[config.mk]
export PLATFORM = sky130hd
export DESIGN_NAME = vgm_wb_master_protocol_monitor
export DESIGN_NICKNAME = d
export VERILOG_FILES = /design/src/rtl/vgm_wb_mon_pkg.sv /design/src/rtl/vgm_wb_mon_sat_counter.sv /design/src/rtl/vgm_wb_master_protocol_monitor.sv
export SDC_FILE = /design/constraint.sdc
export NUM_CORES = 1
export LEC_CHECK = 0
export ABC_CLOCK_PERIOD_IN_PS = 3800
export CAP_MARGIN = 10
export CORE_MARGIN = 2
export CORE_UTILIZATION = 47
export DETAILED_ROUTE_END_ITERATION = 10
export GPL_TIMING_DRIVEN = 0
export PLACE_DENSITY = 0.74
export SLEW_MARGIN = 20
export SYNTH_ARGS = -nofsm -noshare
export SYNTH_HDL_FRONTEND = slang
export SYNTH_HIERARCHICAL = 1
export SYNTH_SLANG_ARGS = --single-unit
export TNS_END_PERCENT = 1
[constraint.sdc]
create_clock -name CLK_I -period 3.8 [get_ports CLK_I]
set_clock_uncertainty 0.2 [all_clocks]
set_input_delay 0.57 -clock CLK_I [delete_from_list [all_inputs] [get_ports CLK_I]]
set_output_delay 0.57 -clock CLK_I [all_outputs]
set_load 0.02 [all_outputs]
[src/rtl/vgm_wb_mon_pkg.sv]
// Shared types and constants for the Wishbone master protocol monitor.
//   mon_state_e  : request tracking state (IDLE, WAIT, TOUT)
//   NUM_CHECKS   : number of violation flags
//   *_IDX        : bit position of each flag in err_flags_o
//   multi_term() : true when more than one termination is asserted
package vgm_wb_mon_pkg;

  typedef enum logic [1:0] {
    IDLE = 2'd0,
    WAIT = 2'd1,
    TOUT = 2'd2
  } mon_state_e;

  localparam int NUM_CHECKS     = 6;
  localparam int HOLD_IDX       = 0;
  localparam int STB_DROP_IDX   = 1;
  localparam int TIMEOUT_IDX    = 2;
  localparam int MULTI_TERM_IDX = 3;
  localparam int TERM_IDLE_IDX  = 4;
  localparam int STB_NO_CYC_IDX = 5;

  function automatic logic multi_term(input logic ack, input logic err, input logic rty);
    return (ack & err) | (ack & rty) | (err & rty);
  endfunction

endpackage

[src/rtl/vgm_wb_mon_sat_counter.sv]
// Saturating up-counter used for the transaction and error counts.
// Ports:
//   clk      : clock, rising edge
//   rst_n    : asynchronous active-low reset
//   inc      : add one (holds at all-ones)
//   clr      : synchronous clear to zero
//   load_one : synchronous load of 1, wins over clr (event coincides with a clear)
//   count    : current value
module vgm_wb_mon_sat_counter #(
  parameter int WIDTH = 16
) (
  input  logic             clk,
  input  logic             rst_n,
  input  logic             inc,
  input  logic             clr,
  input  logic             load_one,
  output logic [WIDTH-1:0] count
);

  logic [WIDTH-1:0] count_reg;

  always_ff @(posedge clk or negedge rst_n) begin
    if (!rst_n) begin
      count_reg <= '0;
    end else if (load_one) begin
      count_reg <= WIDTH'(1);
    end else if (clr) begin
      count_reg <= '0;
    end else if (inc && (count_reg != '1)) begin
      count_reg <= count_reg + WIDTH'(1);
    end
  end

  assign count = count_reg;

endmodule

[src/rtl/vgm_wb_master_protocol_monitor.sv]
// Passive Wishbone classic-cycle master protocol monitor.
// Tracks each request from strobe to termination and reports address/control
// stability, strobe retention, termination legality and response timeout.
// Optional build macro: VGM_WB_MON_ASSERT_EN adds one SVA assertion per flag.
// Ports:
//   CLK_I, RST_N_I        : clock (rising edge), asynchronous active-low reset
//   CYC_O..SEL_O          : observed master outputs
//   ACK_I, ERR_I, RTY_I   : observed slave terminations
//   clr_i                 : synchronous clear of flags and counters
//   busy_o                : request pending
//   err_flags_o           : sticky violation flags (see vgm_wb_mon_pkg indices)
//   err_pulse_o           : one-cycle pulse after any violation cycle
//   txn_cnt_o, err_cnt_o  : saturating completion / violation-cycle counters
module vgm_wb_master_protocol_monitor
  import vgm_wb_mon_pkg::*;
#(
  parameter int ADR_W   = 32,
  parameter int DAT_W   = 32,
  localparam int SEL_W  = DAT_W / 8,
  parameter int TIMEOUT = 16,
  parameter int TMR_W   = 8,
  parameter int CNT_W   = 16
) (
  input  logic                  CLK_I,
  input  logic                  RST_N_I,
  input  logic                  CYC_O,
  input  logic                  STB_O,
  input  logic                  WE_O,
  input  logic [ADR_W-1:0]      ADR_O,
  input  logic [DAT_W-1:0]      DAT_O,
  input  logic [SEL_W-1:0]      SEL_O,
  input  logic                  ACK_I,
  input  logic                  ERR_I,
  input  logic                  RTY_I,
  input  logic                  clr_i,
  output logic                  busy_o,
  output logic [NUM_CHECKS-1:0] err_flags_o,
  output logic                  err_pulse_o,
  output logic [CNT_W-1:0]      txn_cnt_o,
  output logic [CNT_W-1:0]      err_cnt_o
);

  // Timer value in the last WAIT cycle before the timeout fires.
  localparam logic [TMR_W-1:0] TMR_LAST = TMR_W'(TIMEOUT - 1);

  mon_state_e            state_reg, state_next;
  logic [TMR_W-1:0]      timer_reg, timer_next;
  logic [ADR_W-1:0]      adr_reg;
  logic [DAT_W-1:0]      dat_reg;
  logic [SEL_W-1:0]      sel_reg;
  logic                  we_reg;
  logic [NUM_CHECKS-1:0] flags_reg;
  logic                  pulse_reg;

  logic                  req;
  logic                  term;
  logic                  hold_diff;
  logic                  capture_en;
  logic                  complete;
  logic                  any_viol;
  logic [NUM_CHECKS-1:0] viol;

  assign req  = CYC_O & STB_O;
  assign term = ACK_I | ERR_I | RTY_I;

  // Write data only has to stay stable on writes.
  assign hold_diff = (ADR_O != adr_reg) | (WE_O != we_reg) | (SEL_O != sel_reg) |
                     (we_reg & (DAT_O != dat_reg));

  always_comb begin
    state_next = state_reg;
    timer_next = timer_reg;
    capture_en = 1'b0;
    complete   = 1'b0;
    viol       = '0;

    // State-independent checks.
    viol[STB_NO_CYC_IDX] = STB_O & ~CYC_O;
    viol[MULTI_TERM_IDX] = multi_term(ACK_I, ERR_I, RTY_I);
    viol[TERM_IDLE_IDX]  = term & ~req;

    unique case (state_reg)
      IDLE: begin
        if (req) begin
          if (term) begin
            complete = 1'b1;
          end else begin
            capture_en = 1'b1;
            timer_next = TMR_W'(1);
            state_next = WAIT;
          end
        end
      end

      WAIT: begin
        // Stability is judged before the termination decision, so a change on
        // the terminating cycle itself is still caught.
        viol[HOLD_IDX] = req & hold_diff;
        if (req && term) begin
          complete   = 1'b1;
          state_next = IDLE;
        end else if (!req) begin
          viol[STB_DROP_IDX] = ~term;
          state_next         = IDLE;
        end else if (timer_reg == TMR_LAST) begin
          viol[TIMEOUT_IDX] = 1'b1;
          timer_next        = timer_reg + TMR_W'(1);
          state_next        = TOUT;
        end else begin
          timer_next = timer_reg + TMR_W'(1);
        end
      end

      TOUT: begin
        // Timer frozen; a later drop is not reported again.
        viol[HOLD_IDX] = req & hold_diff;
        if (req && term) begin
          complete   = 1'b1;
          state_next = IDLE;
        end else if (!req) begin
          state_next = IDLE;
        end
      end

      default: begin
        state_next = IDLE;
      end
    endcase
  end

  assign any_viol = |viol;

  always_ff @(posedge CLK_I or negedge RST_N_I) begin
    if (!RST_N_I) begin
      state_reg <= IDLE;
      timer_reg <= '0;
      adr_reg   <= '0;
      dat_reg   <= '0;
      sel_reg   <= '0;
      we_reg    <= 1'b0;
    end else begin
      state_reg <= state_next;
      timer_reg <= timer_next;
      if (capture_en) begin
        adr_reg <= ADR_O;
        dat_reg <= DAT_O;
        sel_reg <= SEL_O;
        we_reg  <= WE_O;
      end
    end
  end

  // A clear coinciding with new violations keeps only the new ones.
  always_ff @(posedge CLK_I or negedge RST_N_I) begin
    if (!RST_N_I) begin
      flags_reg <= '0;
      pulse_reg <= 1'b0;
    end else begin
      flags_reg <= clr_i ? viol : (flags_reg | viol);
      pulse_reg <= any_viol;
    end
  end

  vgm_wb_mon_sat_counter #(.WIDTH(CNT_W)) u_txn_cnt (
    .clk      (CLK_I),
    .rst_n    (RST_N_I),
    .inc      (complete),
    .clr      (clr_i),
    .load_one (clr_i & complete),
    .count    (txn_cnt_o)
  );

  vgm_wb_mon_sat_counter #(.WIDTH(CNT_W)) u_err_cnt (
    .clk      (CLK_I),
    .rst_n    (RST_N_I),
    .inc      (any_viol),
    .clr      (clr_i),
    .load_one (clr_i & any_viol),
    .count    (err_cnt_o)
  );

  assign busy_o      = (state_reg != IDLE);
  assign err_flags_o = flags_reg;
  assign err_pulse_o = pulse_reg;

`ifdef VGM_WB_MON_ASSERT_EN
  hold_a: assert property (@(posedge CLK_I) disable iff (!RST_N_I) !viol[HOLD_IDX])
    else $error("HOLD");
  stb_drop_a: assert property (@(posedge CLK_I) disable iff (!RST_N_I) !viol[STB_DROP_IDX])
    else $error("STB_DROP");
  timeout_a: assert property (@(posedge CLK_I) disable iff (!RST_N_I) !viol[TIMEOUT_IDX])
    else $error("TIMEOUT");
  multi_term_a: assert property (@(posedge CLK_I) disable iff (!RST_N_I) !viol[MULTI_TERM_IDX])
    else $error("MULTI_TERM");
  term_idle_a: assert property (@(posedge CLK_I) disable iff (!RST_N_I) !viol[TERM_IDLE_IDX])
    else $error("TERM_IDLE");
  stb_no_cyc_a: assert property (@(posedge CLK_I) disable iff (!RST_N_I) !viol[STB_NO_CYC_IDX])
    else $error("STB_NO_CYC");
`else
`endif

endmodule

==> results.cfg, run 1 <==
[drt]
drc = 0
vias = 4843
via_per_inst = 5.664
wl_per_cell_um = 16.95
first_pass_iters = 5
antenna_left = 0
wirelength_um = 14490
drt_iter0_markers = 371

[clock_network]
htreeDepth = 4
cts_buffer_depth = 2
cts.root.buffer_cell = clkbuf_16
clock-sinks = 118
cts-buffers-inserted = 17
tritoncts = yes
clock_latency_ns = 0.41
cts.clk_slew.worst_paths_ns = 0.05

[worst_setup_path]
r2r_end = u_err_cnt/count[14]$_DFFE_PN0P_
r2r_start = state_reg[1]$_DFFE_PN0P_
worstRegToRegCells = 13
worstPathMaxFanout = 9
worstSetupPathType = input pin to register
cp-end-kind = register
startpoint = STB_O
critPathLaunchType = input pin
worstPathArrival_ns = 3.71
r2r_slack_ns = 0.28
cp.required_ns = 3.90

[synth]
postSynthAreaPerCell_um2 = 12.11
yosys_most_used_dff = dfrtp_1
synth_top_cells_by_count = dfrtp_1 (118), mux2_4 (67), xor2_1 (67), a21oi_1 (32)
synth-seq-cells = 118
yosysMostFrequentCell = dfrtp_1
yosys_warnings = 6
synthTopCellsByArea = dfrtp_1 (46%), mux2_4 (16%), xor2_1 (9.2%)
syn_inst = 527
synthDistinctLibCells = 52
synth_edf_count = 0
yosysTopAreaCell = dfrtp_1
synth_top_area_share_pct = 46.28
syn_area_um2 = 6380
postSynth.asyncResetShare_pct = 100.0
ys_seq_area_share_pct = 46.28
syn_nets = 611

[pwr]
powerDensity_nw_per_um2 = 515.2
leakage_uw = 0.003770
peakVddDrop_mv = 0.3308
power_uw = 4336

[worst_hold_path]
hold_class = register to register
hold_path_depth = 1
holdCritStartpoint = timer_reg[0]$_DFFE_PN0P_
worstHoldEndpoint = timer_reg[0]$_DFFE_PN0P_

[die]
dieArea_um2 = 14520
ios = 117
start_util_pct = 48.18
num_rows = 42
die_h_um = 120.5
die-width_um = 120.5
core_um2 = 13240

[global_route]
met1_usage_pct = 27.26
grt_pass1_wl_um = 24340
grt.total_usage_pct = 21.17
grt_max_degree = 82
grt_use_met2_pct = 33.90
gr-usage-met3_pct = 7.264
antenna_found_initial = 0
grt_pass1_vias = 4958
gr-total-overflow = 0
grt.busiest_layer = met2

[timing]
slew_violations = 0
rsz0062_at_grt = no
fmax_ghz = 0.2768
final-setup-viol-count = 0
holdWs_ns = 0.3033
finalHoldViolations = 0
slew_headroom_pct = 64.82
worstMarginPinSlew_ns = 0.5222
period_needed_ns = 3.613
fin_crit_sh_pct = 95.09

[finish]
fill_cells = 1077
final_nets = 751
n_antenna_cell = 0
syn_to_final_growth_pct = 31.93
drive_gt1_share_pct = 19.44
final_area_um2 = 8417
utilization_pct = 63.56
fin_cells = 855

[placement]
globalplace.congestion = 0.8351
dpl_cell_area_um2 = 7790
numPlacedInstances = 820
io_buffers = 116
dp_hpwl_um = 10310

[run_status]
status = completed

[flow_run]
max-cap-violations = 0
[worst max path at each step]
stage / cells after the start / slack [ns] / endpoint
6_report: 13 / 0.19 / u_err_cnt/count[14]$_DFFE_PN0P_
5_1_grt: 13 / 0.03 / u_err_cnt/count[14]$_DFFE_PN0P_
4_1_cts: 12 / 0.12 / u_err_cnt/count[14]$_DFFE_PN0P_
3_5_place_dp: 12 / -0.30 / u_err_cnt/count[14]$_DFFE_PN0P_
3_3_place_gp: 1 / -2.62 / adr_reg[11]$_DFFE_PN0P_
2_1_floorplan: 11 / 0.59 / u_err_cnt/count[14]$_DFFE_PN0P_
[cells in the final DEF (no fill, tap or decap), drive strengths merged, types with 2 or more instances in the layout]
cell           netlist  final
a211oi               2      2
a21oi               32     32
a22o                 3      3
a311o                2      2
a31oi                3      3
and2                 2      2
and3                 3      3
and4                 5      5
buf                 14     19
clkbuf               3     33
clkdlybuf4s50        0    115
dfrtp              118    118
ha                   7      7
inv                 10     10
mux2                69     69
mux2i                2      2
nand2               15     15
nand2b               4      4
nand3               21     21
nand4               14     14
nor2                16     16
nor3                 7      7
nor4                21     21
o211a                2      2
o21ai               14     14
o22ai                2      2
o2bb2ai              2      2
o311ai               4      4
o31ai               15     15
o41ai                4      4
or2                  5      5
or3                 11     11
or4                 17     17
or4b                 2      2
xnor2                3      3
xor2                67     67
[cells by family (layout without fill, tap and decap cells)]
kind of cell / Yosys count / after routing / share of synthesized area, %
mux: 71 / 71 / 16.43
simple gates: 144 / 144 / 14.10
fa+ha+maj: 8 / 8 / 1.530
flops: 118 / 118 / 46.28
buf+inv: 27 / 179 / 2.609
xor+xnor: 70 / 70 / 9.610
compound gates: 89 / 89 / 9.433
[per-stage QoR]
stage          setup TNS, ns  worst slack, ns
2_1_floorplan              0           0.5940
3_3_place_gp         -309.05           -2.621
3_5_place_dp          -1.218          -0.3040
4_1_cts                    0           0.1189
5_1_grt                    0          0.03169
6_report                   0           0.1866
[critical path, cell delays in order]
cell             delay (ns)
clkdlybuf4s50_1        0.56
and2_1                 0.16
buf_4                  0.18
nand3_1                0.18
o22ai_2                0.24
a21oi_1                0.09
a21oi_1                0.22
buf_2                  0.23
nand3_1                0.13
or3_1                  0.33
buf_2                  0.17
or4b_1                 0.50
o211a_1                0.13
[cell type report]
type,count,area (um^2),area share (%)
inverters,10,37.54,0.4460
clock inverters,1,30.03,0.3568
well taps,176,220.2,2.616
clock buffers,30,564.3,6.704
flip-flops and latches,118,2953,35.08
repair buffers,121,1222,14.52
multi-input cells,382,3261,38.74
plain buffers,17,128.9,1.531
[report_power, final]
group	leakage [uW]	internal, uW	switching [uW]
combinational	0.00196	625	354
clock	0.000293	1050	527
sequential	0.00151	1550	227
[metal layers]
layer  share of wire, %  wire length (um)
met3                7.7              1111
met1                 42              6151
met4                1.0               151
met5                  0                 0
met2                 49              7075
[timing repair]
| item | 4_1_cts | 5_1_grt |
|---|---|---|
| endpoints found under the hold margin | 37 | 0 |
| hold buffers | 1 | 0 |
| setup endpoints to repair | 0 | 2 |
| resized for setup | 0 | 0 |
| buffers inserted | 0 | 3 |
Power figures use the tool's default switching activity.
==> inputs of run 2 (changes only) <==
--- a/config.mk
+++ b/config.mk
@@ -5,13 +5,13 @@
 export SDC_FILE = /design/constraint.sdc
 export NUM_CORES = 1
 export LEC_CHECK = 0
-export ABC_CLOCK_PERIOD_IN_PS = 3800
+export ABC_CLOCK_PERIOD_IN_PS = 3250
 export CAP_MARGIN = 10
 export CORE_MARGIN = 2
 export CORE_UTILIZATION = 47
 export DETAILED_ROUTE_END_ITERATION = 10
 export GPL_TIMING_DRIVEN = 0
-export PLACE_DENSITY = 0.74
+export PLACE_DENSITY = 0.77
 export SLEW_MARGIN = 20
 export SYNTH_ARGS = -nofsm -noshare
 export SYNTH_HDL_FRONTEND = slang
==> constraint.sdc (replaced) <==
create_clock -name CLK_I -period 3.25 [get_ports CLK_I]
set_clock_uncertainty 0.2 [all_clocks]
set_input_delay 0.4875 -clock CLK_I [delete_from_list [all_inputs] [get_ports CLK_I]]
set_output_delay 0.4875 -clock CLK_I [all_outputs]
set_load 0.02 [all_outputs]
==> run 2 against run 1 <==
Non-clock buffer count is 2 higher. Count of clock-buffer cells in the layout fell by 8. Register-to-register slack got worse by 0.19 ns. Critical path depth grew 1. Sequential power increased by 17%. Combinational power is 20% higher. Via count up 0.74%. Sequential cell count stayed put. First-iteration DRC count is 25% higher.
==> results.cfg, run 2 (synthesis results as in run 1) <==
[clock_network]
cts.clk_slew.worst_paths_ns = 0.05
tritoncts = yes
clock-sinks = 118
htreeDepth = 4
cts.root.buffer_cell = clkbuf_16
cts-buffers-inserted = 17
clock_latency_ns = 0.41
cts_buffer_depth = 2

[pwr]
powerDensity_nw_per_um2 = 599.0
leakage_uw = 0.003831
peakVddDrop_mv = 0.3722
p_seq_share_pct = 40.8
power_frac_comb_pct = 22.9
p_int_uw = 3755
power_uw = 5096
clkPwrFrac_pct = 36.2
switching_share_pct = 26.32
p_sw_uw = 1341

[worst_setup_path]
cp-end-kind = register
cp_slowest_cell = or4b_4
worstPathMaxFanout = 9
critPathLaunchType = register
cp.required_ns = 3.35
slowest_delay_ns = 0.52
worstPathArrival_ns = 3.26
crit_chain = inv_2 -> ha_2 -> buf_8 -> or4_1 -> nor2_1 -> o22ai_4 -> nor4_2 -> a21oi_2 -> buf_6 -> nand3_1 -> or3_1 -> clkbuf_4 -> or4b_4 -> o211a_1
worstSetupPathType = register to register

[placement]
io_buffers = 116
place_ws_ns = -0.8343
dp_hpwl_um = 10440
globalplace.congestion = 0.8904

[drt]
via_per_inst = 5.693
wirelength_um = 14750
drt_iter0_markers = 463
first_pass_iters = 5
wl_per_cell_um = 17.21
vias = 4879
drc = 0
antenna_left = 0

[timing]
fmax_ghz = 0.3160
fin_crit_sh_pct = 97.36
final-setup-viol-count = 0
slew_headroom_pct = 64.99
period_needed_ns = 3.164
worstMarginPinSlew_ns = 0.5213
finalHoldViolations = 0
layout_setup_ws_ns = 0.08583
slew_violations = 0

[finish]
final_common_cell = dfrtp_1
mostFrequentLayoutCells = dfrtp_1 (117), clkdlybuf4s50_1 (111), xor2_1 (67), mux2_4 (67), a21oi_1 (30)
fill_cells = 1020
drive_gt1_share_pct = 21.44
n_antenna_cell = 0
final_nets = 753
syn_to_final_growth_pct = 33.36

[global_route]
grt_pass1_vias = 4961
grt_pass1_wl_um = 24560
gr-total-overflow = 0
grt_max_degree = 78
antenna_found_initial = 0
grt.total_usage_pct = 21.43

[die]
die_h_um = 120.5
core_um2 = 13240
dieArea_um2 = 14520
ios = 117
start_util_pct = 48.18
die-width_um = 120.5
num_rows = 42

[flow_run]
max-cap-violations = 0

[worst_hold_path]
hold_class = input pin to register

[run_status]
status = completed
[run 2: repair_timing]
action                     in CTS  in global routing
hold buffers                    1                  0
pin swaps                       2                  3
setup endpoints to repair       9                 10
hold endpoints to repair       41                  0
buffers inserted                1                  4
cloned                          0                  0
gates resized for setup         8                 17
[run 2: power groups by stage]
stage | clock network [uW] | logic (uW) | registers [uW]
2_1_floorplan | 0 | 820 | 2050
3_3_place_gp | 0 | 1100 | 2070
3_5_place_dp | 0 | 1140 | 2090
4_1_cts | 1880 | 1160 | 2080
5_1_grt | 1950 | 1270 | 2120
6_report | 1850 | 1170 | 2080
[run 2: worst max-delay path: cells and delay by family (launching register included)]
kind,cells,cell delay [ns]
and+or+nand+nor,6,1.23
buffers and inverters,4,0.53
AOI/OAI and AO/OA,3,0.48
DFF,1,0.43
adders and majority gates,1,0.19
[run 2: worst paths after layout]
kind | from | to | slack [ns] | cells after the start
setup / recovery | state_reg[1]$_DFFE_PN0P_ | u_err_cnt/count[14]$_DFFE_PN0P_ | 0.09 | 14
hold / removal | CYC_O | err_flags_o[5]$_DFF_PN0_ | 0.26 | 3
setup reg to reg | state_reg[1]$_DFFE_PN0P_ | u_err_cnt/count[14]$_DFFE_PN0P_ | 0.09 | 14
hold reg to reg | err_flags_o[1]$_DFF_PN0_ | err_flags_o[1]$_DFF_PN0_ | 0.30 | 1
max in group asynchronous | RST_N_I | state_reg[1]$_DFFE_PN0P_ | 1.74 | 3
min in group asynchronous | RST_N_I | u_txn_cnt/count[8]$_DFFE_PN0P_ | 0.37 | 2
[run 2: cell type report]
cell class	count	area [um^2]	share of cell area [%]
buffer	17	151.4	1.779
clock buffer	22	484.2	5.691
clock inverter	9	100.1	1.176
inverter	10	37.54	0.4412
multi-input combinational	382	3317	38.99
sequential	118	2954	34.72
tap	176	220.2	2.588
timing repair buffer	123	1244	14.62
[run 2: per-stage QoR]
stage / area, um^2 / hold slack, ns / cells / util [%] / TNS [ns]
floorplan: 6380 / -0.008091 / 527 / - / 0
global placement: 7761 / 0.2837 / 819 / 58.61 / -359.83
detailed placement: 7790 / 0.2374 / 820 / 58.82 / -7.138
CTS: 8426 / 0.3003 / 853 / 63.62 / 0
global route: 8508 / 0.2766 / 857 / 64.25 / -0.03302
finish: 8508 / 0.2610 / 857 / 64.25 / 0
[run 2: metal layers]
metal | GRT usage, % | routed length (um) | part of all wire (%)
met4 | 5.741 | 120 | 0.81
met1 | 28.21 | 6411 | 43
met3 | 7.217 | 1037 | 7.0
met2 | 34.00 | 7182 | 49
met5 | 0 | 0 | 0
